$ cat src/rtl/czonotope_pkg.sv
// Shared types and width helpers for the constrained-zonotope loader.
//  - wr_sel_e   : target array of a write (c, G, A, b)
//  - err_code_e : reason a frame was rejected
//  - ld_state_e : loader FSM states
//  - width helpers used to size row/column counters and dimension registers
package czonotope_pkg;

   typedef enum logic [1:0] {
      SEL_C = 2'd0,
      SEL_G = 2'd1,
      SEL_A = 2'd2,
      SEL_B = 2'd3
   } wr_sel_e;

   typedef enum logic [1:0] {
      ERR_NONE  = 2'd0,
      ERR_DIM   = 2'd1,
      ERR_SHORT = 2'd2,
      ERR_LONG  = 2'd3
   } err_code_e;

   typedef enum logic [3:0] {
      ST_HDR_N  = 4'd0,
      ST_HDR_NG = 4'd1,
      ST_HDR_NC = 4'd2,
      ST_LD_C   = 4'd3,
      ST_LD_G   = 4'd4,
      ST_LD_A   = 4'd5,
      ST_LD_B   = 4'd6,
      ST_DONE   = 4'd7,
      ST_DRAIN  = 4'd8
   } ld_state_e;

   // An index into an array of size 1 still needs a 1-bit port.
   function automatic int clog2_min1(input int v);
      int r;
      r = $clog2(v);
      return (r < 1) ? 1 : r;
   endfunction

   function automatic int rw_width(input int nmax, input int ncmax);
      return clog2_min1((nmax > ncmax) ? nmax : ncmax);
   endfunction

   function automatic int cw_width(input int ngmax);
      return clog2_min1(ngmax);
   endfunction

   // Dimension registers must hold the maximum value itself, not just max-1.
   function automatic int dim_width(input int vmax);
      return $clog2(vmax) + 1;
   endfunction

endpackage

$ cat src/rtl/czono_rc_counter.sv
// Row/column index generator for one load phase.
// Walks (row,col) in row-major order up to (row_lim,col_lim) and wraps back
// to (0,0) after the last element, so the next phase starts from zero.
// Ports:
//  clk, rst_n : clock, asynchronous active-low reset
//  clr        : force indices to (0,0)
//  step       : advance one element
//  row_lim    : last row index of the current phase
//  col_lim    : last column index of the current phase (0 for vectors)
//  row, col   : current element index
//  last       : current element is (row_lim,col_lim)
module czono_rc_counter #(
   parameter int RW = 9,
   parameter int CW = 9
) (
   input  logic          clk,
   input  logic          rst_n,
   input  logic          clr,
   input  logic          step,
   input  logic [RW-1:0] row_lim,
   input  logic [CW-1:0] col_lim,
   output logic [RW-1:0] row,
   output logic [CW-1:0] col,
   output logic          last
);

   logic [RW-1:0] row_q, row_d;
   logic [CW-1:0] col_q, col_d;
   logic          col_wrap;

   assign col_wrap = (col_q == col_lim);
   assign last     = col_wrap && (row_q == row_lim);
   assign row      = row_q;
   assign col      = col_q;

   always_comb begin
      row_d = row_q;
      col_d = col_q;
      if (clr) begin
         row_d = '0;
         col_d = '0;
      end else if (step) begin
         if (last) begin
            row_d = '0;
            col_d = '0;
         end else if (col_wrap) begin
            row_d = row_q + 1'b1;
            col_d = '0;
         end else begin
            col_d = col_q + 1'b1;
         end
      end
   end

   always_ff @(posedge clk or negedge rst_n) begin
      if (!rst_n) begin
         row_q <= '0;
         col_q <= '0;
      end else begin
         row_q <= row_d;
         col_q <= col_d;
      end
   end

endmodule

$ cat src/rtl/czonotope_loader.sv
// Stream-to-storage writer for constrained-zonotope data.
// Consumes a framed stream {n, ng, nc, c, G, A, b}, checks the dimensions and
// the frame length, and issues one registered indexed write per data word.
// Ports:
//  clk, rst_n                 : clock, asynchronous active-low reset
//  s_data/s_valid/s_ready     : input word stream (beat = s_valid & s_ready)
//  s_last                     : final word of a frame
//  wr_en/wr_sel/wr_row/wr_col : storage write strobe, target array and index
//  wr_data                    : storage write data
//  dim_n/dim_ng/dim_nc        : captured dimensions
//  dim_valid                  : storage holds a complete, checked frame
//  busy                       : frame in progress
//  done/err                   : one-cycle completion / rejection pulses
//  err_code                   : reason of the most recent rejection
module czonotope_loader
   import czonotope_pkg::*;
#(
   parameter  int DATA_WIDTH = 32,
   parameter  int NMAX       = 512,
   parameter  int NGMAX      = 512,
   parameter  int NCMAX      = 512,
   localparam int RW         = rw_width(NMAX, NCMAX),
   localparam int CW         = cw_width(NGMAX),
   localparam int NW         = dim_width(NMAX),
   localparam int NGW        = dim_width(NGMAX),
   localparam int NCW        = dim_width(NCMAX)
) (
   input  logic                  clk,
   input  logic                  rst_n,
   input  logic [DATA_WIDTH-1:0] s_data,
   input  logic                  s_valid,
   output logic                  s_ready,
   input  logic                  s_last,
   output logic                  wr_en,
   output logic [1:0]            wr_sel,
   output logic [RW-1:0]         wr_row,
   output logic [CW-1:0]         wr_col,
   output logic [DATA_WIDTH-1:0] wr_data,
   output logic [NW-1:0]         dim_n,
   output logic [NGW-1:0]        dim_ng,
   output logic [NCW-1:0]        dim_nc,
   output logic                  dim_valid,
   output logic                  busy,
   output logic                  done,
   output logic                  err,
   output logic [1:0]            err_code
);

   localparam logic [NW-1:0]  NMAX_V  = NW'(NMAX);
   localparam logic [NGW-1:0] NGMAX_V = NGW'(NGMAX);
   localparam logic [NCW-1:0] NCMAX_V = NCW'(NCMAX);

   ld_state_e             state_q, state_d;
   logic [NW-1:0]         dim_n_q, dim_n_d;
   logic [NGW-1:0]        dim_ng_q, dim_ng_d;
   logic [NCW-1:0]        dim_nc_q, dim_nc_d;
   logic                  dim_valid_q, dim_valid_d;
   logic                  wr_en_q, wr_en_d;
   wr_sel_e               wr_sel_q, wr_sel_d;
   logic [RW-1:0]         wr_row_q, wr_row_d;
   logic [CW-1:0]         wr_col_q, wr_col_d;
   logic [DATA_WIDTH-1:0] wr_data_q, wr_data_d;
   logic                  done_q, done_d;
   logic                  err_q, err_d;
   err_code_e             err_code_q, err_code_d;

   logic                  beat;
   logic [NCW-1:0]        nc_in;
   logic                  dims_ok;
   logic                  cnt_clr, cnt_step, cnt_last;
   logic [RW-1:0]         cnt_row, row_lim;
   logic [CW-1:0]         cnt_col, col_lim;

   assign s_ready = (state_q != ST_DONE);
   assign beat    = s_valid && s_ready;
   assign busy    = (state_q != ST_HDR_N) && (state_q != ST_DONE);

   // nc arrives on the same beat as the check; n and ng are already registered.
   assign nc_in   = s_data[NCW-1:0];
   assign dims_ok = (dim_n_q != '0) && (dim_n_q <= NMAX_V) &&
                    (dim_ng_q != '0) && (dim_ng_q <= NGMAX_V) &&
                    (nc_in <= NCMAX_V);

   czono_rc_counter #(
      .RW (RW),
      .CW (CW)
   ) u_rc_counter (
      .clk     (clk),
      .rst_n   (rst_n),
      .clr     (cnt_clr),
      .step    (cnt_step),
      .row_lim (row_lim),
      .col_lim (col_lim),
      .row     (cnt_row),
      .col     (cnt_col),
      .last    (cnt_last)
   );

   always_comb begin
      state_d     = state_q;
      dim_n_d     = dim_n_q;
      dim_ng_d    = dim_ng_q;
      dim_nc_d    = dim_nc_q;
      dim_valid_d = dim_valid_q;
      wr_en_d     = 1'b0;
      wr_sel_d    = wr_sel_q;
      wr_row_d    = wr_row_q;
      wr_col_d    = wr_col_q;
      wr_data_d   = wr_data_q;
      done_d      = 1'b0;
      err_d       = 1'b0;
      err_code_d  = err_code_q;
      cnt_clr     = 1'b0;
      cnt_step    = 1'b0;
      row_lim     = '0;
      col_lim     = '0;

      // Phase limits: c/G are n rows, A/b are nc rows; G/A are ng columns wide.
      unique case (state_q)
         ST_LD_C: row_lim = RW'(dim_n_q - 1'b1);
         ST_LD_G: begin
            row_lim = RW'(dim_n_q - 1'b1);
            col_lim = CW'(dim_ng_q - 1'b1);
         end
         ST_LD_A: begin
            row_lim = RW'(dim_nc_q - 1'b1);
            col_lim = CW'(dim_ng_q - 1'b1);
         end
         ST_LD_B: row_lim = RW'(dim_nc_q - 1'b1);
         default: ;
      endcase

      // Every data beat in a load phase becomes a write, including the
      // beat that ends the frame early or late.
      if (beat && (state_q inside {ST_LD_C, ST_LD_G, ST_LD_A, ST_LD_B})) begin
         cnt_step  = 1'b1;
         wr_en_d   = 1'b1;
         wr_row_d  = cnt_row;
         wr_col_d  = cnt_col;
         wr_data_d = s_data;
         unique case (state_q)
            ST_LD_C: wr_sel_d = SEL_C;
            ST_LD_G: wr_sel_d = SEL_G;
            ST_LD_A: wr_sel_d = SEL_A;
            default: wr_sel_d = SEL_B;
         endcase
      end

      unique case (state_q)
         ST_HDR_N: begin
            cnt_clr = 1'b1;
            if (beat) begin
               dim_n_d     = s_data[NW-1:0];
               dim_valid_d = 1'b0;
               if (s_last) begin
                  err_d = 1'b1; err_code_d = ERR_SHORT; state_d = ST_HDR_N;
               end else begin
                  state_d = ST_HDR_NG;
               end
            end
         end
         ST_HDR_NG: begin
            cnt_clr = 1'b1;
            if (beat) begin
               dim_ng_d = s_data[NGW-1:0];
               if (s_last) begin
                  err_d = 1'b1; err_code_d = ERR_SHORT; state_d = ST_HDR_N;
               end else begin
                  state_d = ST_HDR_NG == ST_HDR_NG ? ST_HDR_NC : ST_HDR_NC;
               end
            end
         end
         ST_HDR_NC: begin
            cnt_clr = 1'b1;
            if (beat) begin
               dim_nc_d = nc_in;
               if (!dims_ok) begin
                  err_d      = 1'b1;
                  err_code_d = ERR_DIM;
                  state_d    = s_last ? ST_HDR_N : ST_DRAIN;
               end else if (s_last) begin
                  err_d = 1'b1; err_code_d = ERR_SHORT; state_d = ST_HDR_N;
               end else begin
                  state_d = ST_LD_C;
               end
            end
         end
         ST_LD_C: begin
            if (beat) begin
               // G always follows c, so s_last here is always early.
               if (s_last) begin
                  err_d = 1'b1; err_code_d = ERR_SHORT; state_d = ST_HDR_N;
               end else if (cnt_last) begin
                  state_d = ST_LD_G;
               end
            end
         end
         ST_LD_G: begin
            if (beat) begin
               if (cnt_last && (dim_nc_q == '0)) begin
                  // No constraints: the last G word closes the frame.
                  if (s_last) begin
                     state_d = ST_DONE; done_d = 1'b1; dim_valid_d = 1'b1;
                  end else begin
                     err_d = 1'b1; err_code_d = ERR_LONG; state_d = ST_DRAIN;
                  end
               end else if (s_last) begin
                  err_d = 1'b1; err_code_d = ERR_SHORT; state_d = ST_HDR_N;
               end else if (cnt_last) begin
                  state_d = ST_LD_A;
               end
            end
         end
         ST_LD_A: begin
            if (beat) begin
               if (s_last) begin
                  err_d = 1'b1; err_code_d = ERR_SHORT; state_d = ST_HDR_N;
               end else if (cnt_last) begin
                  state_d = ST_LD_B;
               end
            end
         end
         ST_LD_B: begin
            if (beat) begin
               if (cnt_last) begin
                  if (s_last) begin
                     state_d = ST_DONE; done_d = 1'b1; dim_valid_d = 1'b1;
                  end else begin
                     err_d = 1'b1; err_code_d = ERR_LONG; state_d = ST_DRAIN;
                  end
               end else if (s_last) begin
                  err_d = 1'b1; err_code_d = ERR_SHORT; state_d = ST_HDR_N;
               end
            end
         end
         ST_DONE: begin
            state_d = ST_HDR_N;
         end
         ST_DRAIN: begin
            if (beat && s_last) begin
               state_d = ST_HDR_N;
            end
         end
         default: begin
            state_d = ST_HDR_N;
         end
      endcase
   end

   always_ff @(posedge clk or negedge rst_n) begin
      if (!rst_n) begin
         state_q     <= ST_HDR_N;
         dim_n_q     <= '0;
         dim_ng_q    <= '0;
         dim_nc_q    <= '0;
         dim_valid_q <= 1'b0;
         wr_en_q     <= 1'b0;
         wr_sel_q    <= SEL_C;
         wr_row_q    <= '0;
         wr_col_q    <= '0;
         wr_data_q   <= '0;
         done_q      <= 1'b0;
         err_q       <= 1'b0;
         err_code_q  <= ERR_NONE;
      end else begin
         state_q     <= state_d;
         dim_n_q     <= dim_n_d;
         dim_ng_q    <= dim_ng_d;
         dim_nc_q    <= dim_nc_d;
         dim_valid_q <= dim_valid_d;
         wr_en_q     <= wr_en_d;
         wr_sel_q    <= wr_sel_d;
         wr_row_q    <= wr_row_d;
         wr_col_q    <= wr_col_d;
         wr_data_q   <= wr_data_d;
         done_q      <= done_d;
         err_q       <= err_d;
         err_code_q  <= err_code_d;
      end
   end

   assign wr_en     = wr_en_q;
   assign wr_sel    = wr_sel_q;
   assign wr_row    = wr_row_q;
   assign wr_col    = wr_col_q;
   assign wr_data   = wr_data_q;
   assign dim_n     = dim_n_q;
   assign dim_ng    = dim_ng_q;
   assign dim_nc    = dim_nc_q;
   assign dim_valid = dim_valid_q;
   assign done      = done_q;
   assign err       = err_q;
   assign err_code  = err_code_q;

endmodule

$ cat config.mk
export PLATFORM = sky130hd
export DESIGN_NAME = czonotope_loader
export DESIGN_NICKNAME = d
export VERILOG_FILES = /design/src/rtl/czonotope_pkg.sv /design/src/rtl/czono_rc_counter.sv /design/src/rtl/czonotope_loader.sv
export SDC_FILE = /design/constraint.sdc
export NUM_CORES = 1
export LEC_CHECK = 0
export ABC_AREA = 1
export BUFFER_PORTS_ARGS = -buffer_cell sky130_fd_sc_hd__buf_2
export CAP_MARGIN = 25
export CORE_ASPECT_RATIO = 1.1
export CORE_MARGIN = 5
export CORE_UTILIZATION = 42
export DETAILED_ROUTE_END_ITERATION = 8
export GPL_ROUTABILITY_DRIVEN = 0
export PLACE_DENSITY_LB_ADDON = 0.25
export SLEW_MARGIN = 0
export SYNTH_ARGS = -nofsm -noshare
export SYNTH_HDL_FRONTEND = slang
export SYNTH_SLANG_ARGS = --single-unit
export TNS_END_PERCENT = 1
$ cat constraint.sdc
create_clock -name clk -period 4.4 [get_ports clk]
set_input_delay 0.22 -clock clk [delete_from_list [all_inputs] [get_ports clk]]
set_output_delay 0.22 -clock clk [all_outputs]
set_load 0.05 [all_outputs]
Word level (Yosys, flattened, before mapping)
Index checks and enable logic that the tools add are counted.

Multiplexer cells: 69. Add/sub/neg operators: 5. Equal/unequal tests: 25. Order comparisons: 3. Reduce and logical (&&, ||, !) cells: 32.

Operators with widths (count): 9-bit two-way mux (9); 4-bit two-way mux (20); 4-bit one-hot mux with 8 select lines (1); 10-bit less-or-equal comparator (second input constant) (3); 9-bit by 1-bit subtractor with 9-bit output (second input constant) (3); 1-bit two-way mux (22); 2-bit two-way mux (11); 10-bit nonzero test (2); 9-bit by 1-bit adder with 9-bit output (second input constant) (2); 9-bit equality test (2); 2-bit != test (second input constant) (9); 9-bit one-hot mux with 2 select lines (1); 4-bit by 3-bit equality test with 1-bit output (second input constant) (3); 12-bit AND reduction (1); 4-bit nonzero test (3); 1-bit logical AND (10); 10-bit zero test (1); 3-bit != test (second input constant) (3); 4-bit by 2-bit equality test with 1-bit output (second input constant) (2); 4-bit by 3-bit != test with 1-bit output (second input constant) (2); 2-bit one-hot mux with 4 select lines (1); 2-bit AND reduction (4); 2-bit one-hot mux with 3 select lines (1); 6-bit AND reduction (1); other kinds (13) (17).

Logic and storage cells: 149. Output and inout port bits: 90. Input port bits: 36. Bits in registers: 110.

Logic depth before layout (Yosys ltp)
Gate-level depths: netlist of the first run.

Word-level depth: 10. Depth in mapped cells: 25. Gate-level depth less buffers: 23.

Cells and area by module
Synthesis of the first run repeated with hierarchy kept, for this count alone.

Cells, all modules: 832. Area, all modules: 6117.1 um2.

By module, submodules not included: czonotope_loader (sequential area each 2302.2 um2, area an instance 4852.2 um2, cells an instance 644, instances 1); czono_rc_counter (sequential area each 450.4 um2, area an instance 1265.0 um2, cells an instance 188, instances 1).

Worst setup path after synthesis of the first run
OpenSTA, ideal clock, no wires.

Path type: register to register. From: register dim_ng_q[0], in the netlist dim_ng[0]. To: register err_q, in the netlist err. Path slack: 1.515 ns. Arrival: 2.743 ns. Data required time: 4.258 ns. Stages on the path, launching flop included: 17. Setup time: 0.142 ns. Cell sequence: dfrtp_1 inv_1 ha_1 nand2_1 nor2_1 nand3_1 nand3_1 xor2_1 nor2_1 nand2_1 nor2_1 nand2_1 nor2_4 nand2_2 ha_1 a221oi_1 a21oi_1.

Cells in the longest elaborated chain, start to end: 8. Elaborated cells between the ends (all ways): 17. Classes of those cells: add/sub: 1; order compare: 1; eq/ne: 1; mux: 8; reduce/logical: 6.

RTL lines: start: declaration (RTL line czonotope_loader.sv:55) `logic [NGW-1:0] dim_ng_q, dim_ng_d;`; start signal: assignment (RTL line czonotope_loader.sv:268) `dim_ng_q <= dim_ng_d;`; 9-bit by 1-bit subtractor with 9-bit output (RTL line czonotope_loader.sv:123, czonotope_loader.sv:127); 9-bit two-way mux; 9-bit equality test (RTL line czono_rc_counter.sv:31) `assign col_wrap = (col_q == col_lim);`; 1-bit logical AND (RTL line czono_rc_counter.sv:32) `assign last = col_wrap && (row_q == row_lim);`; 1-bit logical AND (RTL line czonotope_loader.sv:200) `if (cnt_last && (dim_nc_q == '0)) begin`; 1-bit two-way mux (RTL line czonotope_loader.sv:200); 1-bit two-way mux (RTL line czonotope_loader.sv:199) `if (beat) begin`; 1-bit one-hot mux with 4 select lines * (RTL line czonotope_loader.sv:149) `unique case (state_q)`; via err_d (RTL line czonotope_loader.sv:64) `logic err_q, err_d;`; end signal: assignment (RTL line czonotope_loader.sv:277) `err_q <= err_d;`; end: declaration (RTL line czonotope_loader.sv:64).

Mark *: on every way through the listed nets, which the timed path passes. The rest lies on a longest branch. A chain may end at the register's enable or synchronous reset.

Final worst setup path of the first run
From: register state_q[3]. To: register state_q[0].

Cells in the longest elaborated chain, start to end: 9. Elaborated cells between the ends (all ways): 38. Classes of those cells: eq/ne: 22; mux: 7; reduce/logical: 9.

RTL lines: start: declaration (RTL line czonotope_loader.sv:53) `ld_state_e state_q, state_d;`; start signal: assignment (RTL line czonotope_loader.sv:266) `state_q <= state_d;`; 4-bit by 3-bit equality test with 1-bit output / 4-bit by 2-bit equality test with 1-bit output (equally long branches) (RTL line czonotope_loader.sv:119, czonotope_loader.sv:149); 2-bit OR reduction (no line); 9-bit one-hot mux with 2 select lines / 9-bit two-way mux (equally long branches); 9-bit equality test, on equally long branches (RTL line czono_rc_counter.sv:32, czono_rc_counter.sv:31); 1-bit logical AND (RTL line czono_rc_counter.sv:32); 1-bit logical AND (RTL line czonotope_loader.sv:200); 4-bit two-way mux (RTL line czonotope_loader.sv:200); 4-bit two-way mux (RTL line czonotope_loader.sv:199); 4-bit one-hot mux with 8 select lines (RTL line czonotope_loader.sv:149).

Several ways; a longest one is shown, not always the timed one. The select of a mux whose other input is x is not followed.

==> out/results.tsv, run 1 <==
stage	metric	value	unit
global_routing	Congestion Overflow GR	0	
floorplan	Die H	135	um
worst_setup_path	max incr delay on CP	0.44	ns
worst_setup_path	startpoint types	flip-flop	
global_routing	met1 usage	25.0	%
timing	Final WS setup	1.08	ns
cells_and_area	diode count	0	
synthesis	number of synthesized register bits	110	
timing	Fin Clk Skew	0.00667	ns
floorplan	# IOs	126	
route	Remaining DRCs	0	
synthesis	Synth Area in Adders	2.10	%
cells_and_area	layout cell share with drive strength beyond 1	20.0	%
timing	relative slew slack	48.6	%
synthesis	number of synthesized flops with an enable pin	0	
floorplan	Starting Density	43.0	%
worst_setup_path	Worst EP required	4.69	ns
cells_and_area	final net count	946	
cts	H-tree Lvls	3	
global_routing	M2 GR Usage	34.8	%
synthesis	Synth Area in XOR/XNOR	1.47	%
timing	Fmax	302	MHz
cts	clk root buf	clkbuf_16	
cts	total CTS buffers	9	
route	WL/cell	14.9	um
route	Via density	5.05	
pwr	Cell Pwr Density	822	nW/um^2
cells_and_area	Area Growth Syn to Fin	17.9	%
synthesis	Netlist cell types	35	
timing	Final period util	75.4	%
cts	Post-CTS Hold Fix Bufs	1	
pwr	total power	0.00577	W
cells_and_area	Core Util, Final	50.7	%
cells_and_area	Multi-input gate area	2710	sq um
cts	CTS Sinks	110	
synthesis	compound-cell area share of the yosys netlist	10.1	%
global_routing	vias in the first global route	5315	
synthesis	most common flop cell mapped by yosys	dfrtp_1	
global_routing	initial antenna violation count	0	
global_routing	Total Routing Usage GR	20.2	%
route	via count	5515	
min_path	Hold Path Class	in2reg	
synthesis	multiplexer area fraction after synthesis	0	%
status	status	finished clean	
route	Detailed Route Iter0 Violations	354	
timing	Final TNS setup	0	ns
cells_and_area	Fillers	1448	
run	# Max-Cap Violations	0	
synthesis	mapped cell area	5950	sq um
synthesis	post-synthesis net count	833	
timing	final setup fails	0	
cts	Worst-path clk slew	0.08	ns
synthesis	Ys Warns	0	
floorplan	Die X	123	um
pwr	Pleak	3.75	nW
global_routing	largest net degree at the start of global routing	84	
place	placed insts	1076	
worst_setup_path	most used cell, CP	nand2_1	
cts	post-CTS sizing	0	
global_routing	GR Layer Usage met3	3.44	%
synthesis	Seq/Total Area, Yosys	46.3	%
cells_and_area	Reg area	2750	sq um
route	Post-DRT Antenna Nets	0	
pwr	worst vdd ir	0.407	mV
worst_setup_path	family with the most delay on the worst path	simple AND/OR/NAND/NOR gates	
global_routing	global-route wire length before repair	26600	um
cts	clock tree buffer depth	2	
worst_setup_path	critical-path cell list	nor2_4 > nand2_2 > nand2_4 > nand2_1 > nand2_1 > ha_1 > inv_1 > nand2_1 > xor2_1 > nor2_1 > nand3_1 > nor2_1 > nand2_1 > nor2_4 > nand3_2 > inv_1 > ha_1 > o2111ai_1 > nand3_1 > nand2_1	
timing	Final Hold Fails	0	
worst_setup_path	Crit Path Class	reg2reg	
worst_setup_path	WP buf/inv	2	
timing	RSZ-0062 raised after global routing	no	
worst_setup_path	slowest CP cell	dfrtp_1	
worst_setup_path	Worst Setup End Kind	flip-flop	
floorplan	core area	13900	sq um
cts	TritonCTS clock tree	done	
place	HPWL after DPL	12100	um
synthesis	fraction of registers with async set/reset	100	%
global_routing	Most Used Layer, Global Route	met2	
synthesis	cell count after synthesis	787	
route	DRT Pass-1 Iters	5	
timing	Slew @ Worst Pin	0.770	ns
place	DP Worst Slack	1.15	ns
synthesis	Synth Area in Simple Gates	31.9	%
worst_setup_path	WP data arrival	3.61	ns
synthesis	largest family of logic cells by synthesized area	simple AND/OR/NAND/NOR gates	
cts	setup bufs post-CTS	0	
cts	Clk Latency, worst-skew pair	0.36	ns
synthesis	syn_area_per_cell	7.56	sq um
worst_setup_path	CP Max Fanout	13	
place	PortBufs	125	
timing	Slew Viols, Final	0	
timing	fin crit period	3.32	ns
floorplan	Std-Cell Rows	45	
route	WL final	16300	um
floorplan	die area	16600	sq um
cells_and_area	Cell Count, Final, Fillers Out	1093	
## worst min-delay path, cell delays in order
cell,delay (ns)
buf_2,0.07
nand2_1,0.04
nand2_1,0.04
## cells by family (layout without fill, tap and decap cells)
family | Yosys count | count (layout)
fa+ha+maj | 10 | 10
buf+inv | 118 | 236
compound gates | 107 | 107
xor+xnor | 10 | 10
simple gates | 432 | 432
flops | 110 | 110
## power breakdown
group          internal [W]  switching, W  total (W)
sequential          0.00134      0.000272    0.00161
clock              0.000464      0.000395   0.000859
combinational      0.000779       0.00252    0.00329
## final timing paths
path	start	cells after the start	endpoint	slack, ns
worst max-delay path	state_q[3]$_DFFE_PN0P_	20	state_q[0]$_DFFE_PN0P_	1.08
worst min-delay path	s_data[24]	3	wr_data[24]$_DFFE_PN0P_	0.05
worst max register to register	state_q[3]$_DFFE_PN0P_	20	state_q[0]$_DFFE_PN0P_	1.08
worst min register to register	wr_data[15]$_DFFE_PN0P_	2	wr_data[15]$_DFFE_PN0P_	0.48
max in group asynchronous	rst_n	3	wr_data[9]$_DFFE_PN0P_	3.11
min in group asynchronous	rst_n	2	dim_valid$_DFFE_PN0P_	0.36
## flip-flops by register name, indices dropped and copies added, names as in the netlist
signal and count:
done 1, wr_data 32, wr_row 9, wr_col 9, wr_sel 2, dim_valid 1
dim_n 10, wr_en 1, dim_nc 10, u_rc_counter.row 9, state_q 4, err_code 2
dim_ng 10, u_rc_counter.col 9, err 1
## cell usage in the layout, fill, tap and decap left out, types with 2 or more instances in the layout
| master | count |
|---|---|
| xor2_1 | 8 |
| nand3b_1 | 5 |
| o21ai_0 | 72 |
| a211oi_1 | 5 |
| o22ai_1 | 6 |
| nor3_1 | 7 |
| nand2_4 | 3 |
| nand3_2 | 5 |
| nand2_2 | 13 |
| clkbuf_16 | 9 |
| xnor2_1 | 2 |
| clkinvlp_4 | 2 |
| a221oi_1 | 3 |
| nor2_1 | 42 |
| inv_1 | 85 |
| dfrtp_1 | 110 |
| nand4_1 | 23 |
| buf_2 | 124 |
| a21oi_1 | 10 |
| o32ai_1 | 3 |
| ha_1 | 10 |
| nand3_1 | 53 |
| o21ai_2 | 3 |
| nor2_4 | 3 |
| nor2_2 | 4 |
| nor4_1 | 3 |
| inv_2 | 5 |
| buf_4 | 5 |
| o21ai_1 | 2 |
| nand2_1 | 270 |
## metrics by stage
stage               hold WS (ns)  instance area (sq um)
detailed placement         0.224                   6700
floorplan                -0.0756                   5950
CTS                       0.0390                   7020
global placement           0.226                   6700
global route              0.0531                   7020
finish                    0.0485                   7020
## synth_stat cells, types with 2 or more instances
cell type / n / area share [%]
nand2_1: 271 / 17
dfrtp_1: 110 / 46
inv_1: 85 / 5.4
o21ai_0: 72 / 6.1
nand3_1: 53 / 4.5
nor2_1: 42 / 2.6
nand4_1: 23 / 2.4
clkbuf_1: 20 / 1.3
nand2_2: 12 / 1.3
a21oi_1: 10 / 0.84
ha_1: 10 / 2.1
xor2_1: 8 / 1.2
nor3_1: 7 / 0.59
o22ai_1: 6 / 0.63
a211oi_1: 5 / 0.63
inv_2: 5 / 0.32
nand3_2: 5 / 0.84
nand3b_1: 5 / 0.63
buf_4: 4 / 0.50
nor2_2: 4 / 0.42
a221oi_1: 3 / 0.44
nand2_4: 3 / 0.57
nor2_4: 3 / 0.57
nor4_1: 3 / 0.32
o21ai_2: 3 / 0.44
o32ai_1: 3 / 0.44
buf_6: 2 / 0.38
o21ai_1: 2 / 0.17
xnor2_1: 2 / 0.29
## routing by layer
layer | vias up | wire, um | part of all wire, %
met5 | - | 0 | 0
met4 | 0 | 340 | 2.1
met3 | 24 | 850 | 5.2
met2 | 153 | 8200 | 50
met1 | 2575 | 6940 | 42
li1 | 2763 | - | -
## area by class of cell
class | count | share of cell area, %
Sequential cell | 110 | 39.2
Multi-Input combinational cell | 559 | 38.7
Timing Repair Buffer | 130 | 9.52
Inverter | 90 | 4.82
Clock buffer | 11 | 3.46
Tap cell | 188 | 3.35
Clock inverter | 5 | 0.927
Note: power is estimated with default switching activity, not from simulation.
==> run 2: changes to the inputs <==
==> constraint.sdc (replaced) <==
create_clock -name clk -period 3.05 [get_ports clk]
set_input_delay 0.1525 -clock clk [delete_from_list [all_inputs] [get_ports clk]]
set_output_delay 0.1525 -clock clk [all_outputs]
set_load 0.05 [all_outputs]
==> run 2 against run 1 <==
  * Final area is 6.3% higher
  * Core utilization increased by 3.2 points
  * Cell count rose by 3.5%
  * Register-to-register slack got worse by 0.94 ns
  * Clock-buffer cell count increased by 1
  * Maximum frequency up 14%
  * Combinational power is 57% higher
  * Power up 50%
  * Critical path type unchanged
  * First-iteration DRC count down 9.9%
==> out/results.tsv, run 2 (same netlist as run 1, synthesis figures left out) <==
stage	metric	value	unit
route	DRT Pass-1 Iters	5	
route	WL/cell	14.9	um
cells_and_area	most common cell after layout, fill and taps aside	nand2_1	
global_routing	largest net degree at the start of global routing	83	
cells_and_area	layout cell share with drive strength beyond 1	22.8	%
global_routing	vias in the first global route	5405	
min_path	Hold Path Class	in2reg	
timing	Final WS setup	0.141	ns
timing	Slew Viols, Final	0	
route	Post-DRT Antenna Nets	0	
cts	H-tree Lvls	3	
cts	Worst-path clk slew	0.07	ns
global_routing	Congestion Overflow GR	0	
timing	Fin Clk Skew	0.00528	ns
timing	fin crit period	2.91	ns
cts	total CTS buffers	9	
worst_setup_path	WP data arrival	3.12	ns
floorplan	die area	16600	sq um
global_routing	global-route wire length before repair	27300	um
route	Via density	5.03	
worst_setup_path	startpoint types	flip-flop	
route	Remaining DRCs	0	
worst_setup_path	CP Max Fanout	7	
worst_setup_path	Worst EP required	3.26	ns
cts	CTS Sinks	110	
global_routing	Total Routing Usage GR	20.8	%
floorplan	core area	13900	sq um
cells_and_area	diode count	0	
route	Met1 Wirelength	7050	um
floorplan	Die H	135	um
floorplan	Std-Cell Rows	45	
timing	Final Hold Fails	0	
status	status	finished clean	
cts	Clk Latency, worst-skew pair	0.35	ns
floorplan	Die X	123	um
route	DR WL met2	8570	um
cts	TritonCTS clock tree	done	
global_routing	initial antenna violation count	0	
run	# Max-Cap Violations	0	
cells_and_area	Area Growth Syn to Fin	25.4	%
worst_setup_path	Worst Setup End Kind	flip-flop	
route	Detailed Route Iter0 Violations	319	
pwr	Cell Pwr Density	1160	nW/um^2
pwr	worst vdd ir	0.635	mV
cells_and_area	Largest register FFs	32	
place	HPWL after DPL	12300	um
timing	final setup fails	0	
cells_and_area	Cell Count, Final, Fillers Out	1131	
place	placed insts	1085	
route	WL final	16900	um
timing	relative slew slack	43.3	%
floorplan	# IOs	126	
timing	Final period util	95.4	%
cells_and_area	commonest cells after routing, fill and taps aside	267 x nand2_1, 124 x buf_2, 109 x dfrtp_1	
place	PortBufs	125	
cells_and_area	final net count	984	
pwr	Pleak	3.96	nW
place	DP Worst Slack	-0.00946	ns
cts	clk root buf	clkbuf_16	
route	met3 WL post-DR	922	um
cts	clock tree buffer depth	2	
timing	Slew @ Worst Pin	0.842	ns
route	Top Layer Used	met4	
timing	Fmax	344	MHz
route	via count	5688	
floorplan	Starting Density	43.0	%
worst_setup_path	Crit Path Class	reg2reg	
-- run 2: path summary, 6_finish.rpt --
kind / end / slack [ns] / depth (start not counted) / startpoint
setup / recovery: err$_DFF_PN0_ / 0.14 / 19 / state_q[2]$_DFFE_PN0P_
hold / removal: dim_n[5]$_DFFE_PN0P_ / 0.14 / 3 / s_data[5]
setup reg to reg: err$_DFF_PN0_ / 0.14 / 19 / state_q[2]$_DFFE_PN0P_
hold reg to reg: wr_data[15]$_DFFE_PN0P_ / 0.48 / 2 / wr_data[15]$_DFFE_PN0P_
max in group asynchronous: u_rc_counter.col[4]$_DFFE_PN0P_ / 1.98 / 3 / rst_n
min in group asynchronous: dim_valid$_DFFE_PN0P_ / 0.30 / 2 / rst_n
-- run 2: what timing repair did --
item	CTS	global route
gates resized for setup	2	27
setup buffers	0	7
endpoints found under the hold margin	58	0
endpoints found under the setup margin	2	5
pin swaps	0	14
hold buffers	23	0
-- run 2: routing by layer --
layer | up-vias | global-route usage (%)
met2 | 160 | 36.2
met1 | 2653 | 25.4
met4 | 0 | 6.09
li1 | 2840 | -
met5 | - | 0
met3 | 35 | 4.82
-- run 2: power by group --
group          switching [W]  leakage, nW  internal, W
logic                0.00379         2.38      0.00136
clock network       0.000542        0.143     0.000603
registers           0.000404         1.44      0.00194
total                0.00473         3.96      0.00391
-- run 2: per-stage QoR --
step	hold slack, ns	cell area, sq um	utilization (%)	power (W)	TNS (ns)
after floorplan	-0.143	5950	-	0.00597	0
after global placement	0.158	6790	49.0	0.00717	0
after detailed placement	0.166	6790	49.0	0.00723	-0.00946
after CTS	0.139	7310	52.8	0.00841	0
after global routing	0.157	7460	53.9	0.00923	-0.0735
final	0.141	7460	53.9	0.00864	0
-- run 2: layout make-up --
type | count | area (sq um)
tap | 188 | 235
timing repair buffer | 168 | 1040
inverter | 90 | 338
sequential | 110 | 2750
fill | 1363 | 6390
clock buffer | 12 | 256
clock inverter | 4 | 27.5
multi-input combinational | 559 | 2810
-- run 2: worst max-delay path, stage by stage, from the launching register on --
cell and delay, ns:
dfrtp_1 0.40, inv_2 0.07, nor2_4 0.19, nand2_4 0.11, nand2_4 0.08, nand2_1 0.06, nand2_2 0.11, ha_4 0.20
inv_1 0.04, nand2_1 0.06, xor2_1 0.14, nor2_1 0.09, nand3_1 0.08, nor2_2 0.12, nand2_2 0.08, nor2_4 0.17
nand2_4 0.10, ha_1 0.30, a221oi_2 0.25, a21oi_1 0.10
